[src/rtl/accum_pkg.sv]
// Shared defaults for the accumulator window sampler and its FIFO.
package accum_pkg;

    localparam int unsigned ACC_N     = 4;
    localparam int unsigned ACC_WIN   = 4;
    localparam int unsigned ACC_DEPTH = 4;

    function automatic int unsigned count_width(input int unsigned depth);
        return $clog2(depth + 1);
    endfunction

endpackage

[src/rtl/accum_window_sampler_sync_fifo.sv]
// Synchronous FIFO; head is presented combinationally and reads 0 when empty.
module sync_fifo
    import accum_pkg::*;
#(
    parameter int unsigned N     = ACC_N,
    parameter int unsigned DEPTH = ACC_DEPTH
) (
    input  logic                            Clk,
    input  logic                            Resetn,
    input  logic                            Push,
    input  logic                            Pop,
    input  logic [N-1:0]                    Din,
    output logic [N-1:0]                    Dout,
    output logic                            Full,
    output logic                            Empty,
    output logic [count_width(DEPTH)-1:0]   Count
);

    localparam int unsigned PW = $clog2(DEPTH);
    localparam int unsigned CW = count_width(DEPTH);

    logic [N-1:0]  mem [DEPTH];
    logic [PW-1:0] wr_ptr;
    logic [PW-1:0] rd_ptr;
    logic          do_push;
    logic          do_pop;

    assign Full  = (Count == CW'(DEPTH));
    assign Empty = (Count == '0);

    // A push into a full FIFO is still accepted when the head leaves on the same edge.
    assign do_pop  = Pop && !Empty;
    assign do_push = Push && (!Full || do_pop);

    assign Dout = Empty ? '0 : mem[rd_ptr];

    always_ff @(posedge Clk) begin
        if (do_push) begin
            mem[wr_ptr] <= Din;
        end
    end

    always_ff @(posedge Clk or negedge Resetn) begin
        if (!Resetn) begin
            wr_ptr <= '0;
            rd_ptr <= '0;
            Count  <= '0;
        end else begin
            if (do_push) begin
                wr_ptr <= wr_ptr + 1'b1;
            end
            if (do_pop) begin
                rd_ptr <= rd_ptr + 1'b1;
            end
            case ({do_push, do_pop})
                2'b10:   Count <= Count + 1'b1;
                2'b01:   Count <= Count - 1'b1;
                default: Count <= Count;
            endcase
        end
    end

endmodule

[src/rtl/accum_window_sampler.sv]
// Samples an upstream accumulator every WIN enables and queues the per-window sum.
module accum_window_sampler
    import accum_pkg::*;
#(
    parameter int unsigned N     = ACC_N,
    parameter int unsigned WIN   = ACC_WIN,
    parameter int unsigned DEPTH = ACC_DEPTH
) (
    input  logic                            Clk,
    input  logic                            Resetn,
    input  logic                            En,
    input  logic [N-1:0]                    Q,
    input  logic                            Clr_Ovf,
    input  logic                            Out_Ready,
    output logic [N-1:0]                    Out_Data,
    output logic                            Out_Valid,
    output logic [count_width(DEPTH)-1:0]   Count,
    output logic                            Overflow
);

    localparam int unsigned WW = $clog2(WIN);
    localparam logic [WW-1:0] LAST = WW'(WIN - 1);

    logic [WW-1:0] win_cnt;
    logic          capture_pending;
    logic [N-1:0]  prev;
    logic [N-1:0]  sum;
    logic          pop;
    logic          full;
    logic          empty;
    logic          drop;

    assign sum       = Q - prev;
    assign Out_Valid = !empty;
    assign pop       = Out_Valid && Out_Ready;
    assign drop      = capture_pending && full && !pop;

    always_ff @(posedge Clk or negedge Resetn) begin
        if (!Resetn) begin
            win_cnt         <= '0;
            capture_pending <= 1'b0;
        end else begin
            // Q lags En by one edge, so the sample is taken the cycle after the last enable.
            capture_pending <= En && (win_cnt == LAST);
            if (En) begin
                win_cnt <= (win_cnt == LAST) ? '0 : win_cnt + 1'b1;
            end
        end
    end

    always_ff @(posedge Clk or negedge Resetn) begin
        if (!Resetn) begin
            prev     <= '0;
            Overflow <= 1'b0;
        end else begin
            if (capture_pending) begin
                prev <= Q;
            end
            if (drop) begin
                Overflow <= 1'b1;
            end else if (Clr_Ovf) begin
                Overflow <= 1'b0;
            end
        end
    end

    sync_fifo #(
        .N     (N),
        .DEPTH (DEPTH)
    ) u_fifo (
        .Clk    (Clk),
        .Resetn (Resetn),
        .Push   (capture_pending),
        .Pop    (pop),
        .Din    (sum),
        .Dout   (Out_Data),
        .Full   (full),
        .Empty  (empty),
        .Count  (Count)
    );

endmodule

[config.mk]
export PLATFORM = sky130hd
export DESIGN_NAME = accum_window_sampler
export DESIGN_NICKNAME = d
export VERILOG_FILES = /design/src/rtl/accum_pkg.sv /design/src/rtl/accum_window_sampler_sync_fifo.sv /design/src/rtl/accum_window_sampler.sv
export SDC_FILE = /design/constraint.sdc
export NUM_CORES = 1
export LEC_CHECK = 0
export BUFFER_PORTS_ARGS = -buffer_cell sky130_fd_sc_hd__buf_2
export CORE_MARGIN = 3
export CORE_UTILIZATION = 28
export CTS_CLUSTER_DIAMETER = 150
export DETAILED_ROUTE_END_ITERATION = 8
export PLACE_DENSITY = 0.5
export SLEW_MARGIN = 15
export SYNTH_ARGS = -nofsm -noshare
export SYNTH_HDL_FRONTEND = slang
export SYNTH_SLANG_ARGS = --single-unit
[constraint.sdc]
create_clock -name Clk -period 2.2 [get_ports Clk]
set_input_delay 0.22 -clock Clk [delete_from_list [all_inputs] [get_ports Clk]]
set_output_delay 0.22 -clock Clk [all_outputs]
set_load 0.1 [all_outputs]
==> summary.txt <==
clk sink count -> 31
antenna violations before repair -> 0
Max Slew Vio Count -> 0
Slew @ Worst Pin -> 486.4 ps
top cells by count, synth -> 16 x edfxtp_1, 15 x dfrtp_1, 12 x inv_1
cells after synthesis -> 103
layout cells sized above 1 -> 0.3462
Residual DRC -> 0
CTS tree -> built
maximum root-to-sink buffer count -> 2
Placer Congestion -> 0.6800
WHS Path Cells -> 2
area share of the largest cell type after synthesis -> 0.3285
worst reg-to-reg path cell count -> 9
Final Util -> 0.3715
# H-tree levels -> 2
largest net degree at the start of global routing -> 16
Layout area overhead -> 23.95%
worst r2r dst -> u_fifo.Count[2]
NumNets Final -> 149
slew margin rel. -> 0.6779
chip height -> 78.28 um
CP startpoint kind -> flop
GRT Resource Usage Total -> 0.09040
final critical-path required period -> 2056 ps
skew final -> 8.942 ps
Hold Path Class -> in2reg
Critical Path RT -> 1980 ps
number of routed nets with antenna violations -> 0
Clock transition at path regs -> 70 ps
Synthesis Warnings -> 0
Mapped Avg Cell Area -> 14.20 um^2
Worst Path Class, Setup -> reg2out
Hold EP -> Overflow
via density per instance -> 4.051
area of the multi-input gates -> 570.5 um^2
Hold Violations, Final -> 0
GRT Residual Overflow -> 0
cell accounting for the most synthesized area -> edfxtp_1
R2R Path Start -> u_fifo.Count[0]
# IOs -> 18
dominant synthesized flop cell -> edfxtp_1
RSZ-0062 raised after global routing -> false
Cell Rows -> 25
total CTS buffers -> 5
Yosys reg bits -> 31
DR WL/cell -> 12.12 um
Arr. time, crit path -> 1840 ps
Post-synth EDFFs -> 16
number of detailed-route iterations in the first pass -> 2
post-synth design cell area -> 1463 um^2
drt first-iter violations -> 30
fmax -> 486.5 MHz
Fill cells -> 495
antenna cells -> 0
largest cells by area after synthesis -> edfxtp_1 33%, dfrtp_1 26%, ha_1 7.7%, mux4_2 6.2%, and2_1 3.8%
worst-path fanout max -> 6
die area -> 6127 um^2
DR vias -> 798
worst skew pair latency -> 280 ps
Register Area -> 867.1 um^2
sequential-to-total area share from yosys stat -> 0.5851
Synthesized Nets -> 123
Total Neg Setup Slack -> 0 ps
Post-synth ARST share -> 0.4839
crit share post-route -> 0.9343
Starting Density -> 0.2997
core area -> 4880 um^2
Setup-failing EPs final -> 0
vias in the first global route -> 812
Netlist cell types -> 25
outcome -> completed
Crit. End Element -> primary output
post-DP HPWL -> 1788 um
PortBufs -> 17
Hold Crit Start -> Clr_Ovf
first-pass GRT wire length -> 3939 um
max_cap viols -> 0
Reg2Reg Setup Slack -> 160 ps
Die Wd -> 78.28 um
Routed WL -> 2388 um
top-count cell post-synth -> edfxtp_1
Root Driver -> clkbuf_8
==> flip-flops by register name, summed over array words and instances, names as in the netlist <==
register / flops
u_fifo.wr_ptr: 2
u_fifo.Count: 3
capture_pending: 1
u_fifo.mem: 16
u_fifo.rd_ptr: 2
prev: 4
win_cnt: 2
Overflow: 1
==> placed cells by master, fill, tap and decap left out, types with 2 or more instances in the layout <==
cell type and n:
mux2_1 4, clkbuf_8 6, and2_1 9, xnor2_1 5, dfrtp_1 12, xor2_1 4
nor2_1 2, buf_2 17, inv_1 11, dfrtp_4 3, o21ai_1 4, edfxtp_1 16
mux4_2 4, nand2_1 5, buf_4 4, inv_2 2, ha_1 8
==> kinds of logic (layout without fill, tap and decap cells) <==
logic type / count (synthesis) / in the layout / synth area share
adder cells (fa/ha/maj): 11 / 11 / 0.1044
buffers and inverters: 16 / 43 / 0.04790
flip-flops: 31 / 31 / 0.5851
AO/OA/AOI/OAI: 5 / 5 / 0.01710
XOR/XNOR: 9 / 9 / 0.05389
multiplexers: 9 / 9 / 0.1001
AND/OR/NAND/NOR: 22 / 22 / 0.09153
==> worst max-delay path by stage <==
stage / startpoint / endpoint / slack (ps) / depth (start not counted)
floorplan: u_fifo.Count[2] / u_fifo.Count[2] / -20 / 9
detailed placement: u_fifo.Count[1] / u_fifo.Count[2] / 70 / 9
CTS: u_fifo.Count[1] / u_fifo.Count[2] / 50 / 9
global placement: u_fifo.Count[1] / u_fifo.Count[2] / 150 / 9
global route: u_fifo.Count[0] / u_fifo.Count[2] / 6 / 9
finish: u_fifo.rd_ptr[0] / Out_Data[2] / 140 / 3
==> stage by stage <==
step                      hold slack (ps)  worst slack, ps  std cells  area, um^2
after floorplan                    -75.59           -16.40        103        1503
after CTS                           106.6            54.30        194        1777
after global routing                94.71            6.028        197        1813
final                               112.7            144.5        197        1813
after global placement              146.4            148.6        185        1649
after detailed placement            151.0            70.11        185        1649
==> final cells by class <==
class	count	area share
Clock buffer	6	0.04555
Multi-Input combinational cell	56	0.3147
Timing Repair Buffer	22	0.06901
Inverter	13	0.02692
Clock inverter	2	0.01932
Sequential cell	31	0.4783
Tap cell	67	0.04624
==> per-layer routing <==
metal | GRT usage | part of all wire | vias to the layer above
li1 | - | - | 395
met1 | 0.1110 | 0.48 | 379
met2 | 0.1250 | 0.45 | 16
met3 | 0.04817 | 0.039 | 8
met4 | 0.05245 | 0.035 | 0
met5 | 0 | 0 | -
==> critical path: stages (launching register included) <==
cell and delay (ps):
dfrtp_1 550, mux4_2 550, and2_1 160, buf_2 280
==> what timing repair did <==
item,4_1_cts,5_1_grt
endpoints found under the hold margin,15,0
endpoints found under the setup margin,0,1
gates resized for setup,0,2
hold buffers,1,0
buffers inserted,0,3
Power is left out: the tool's default activity adds up to more than one toggle a clock period on the data nets, which glitch-free logic cannot reach.
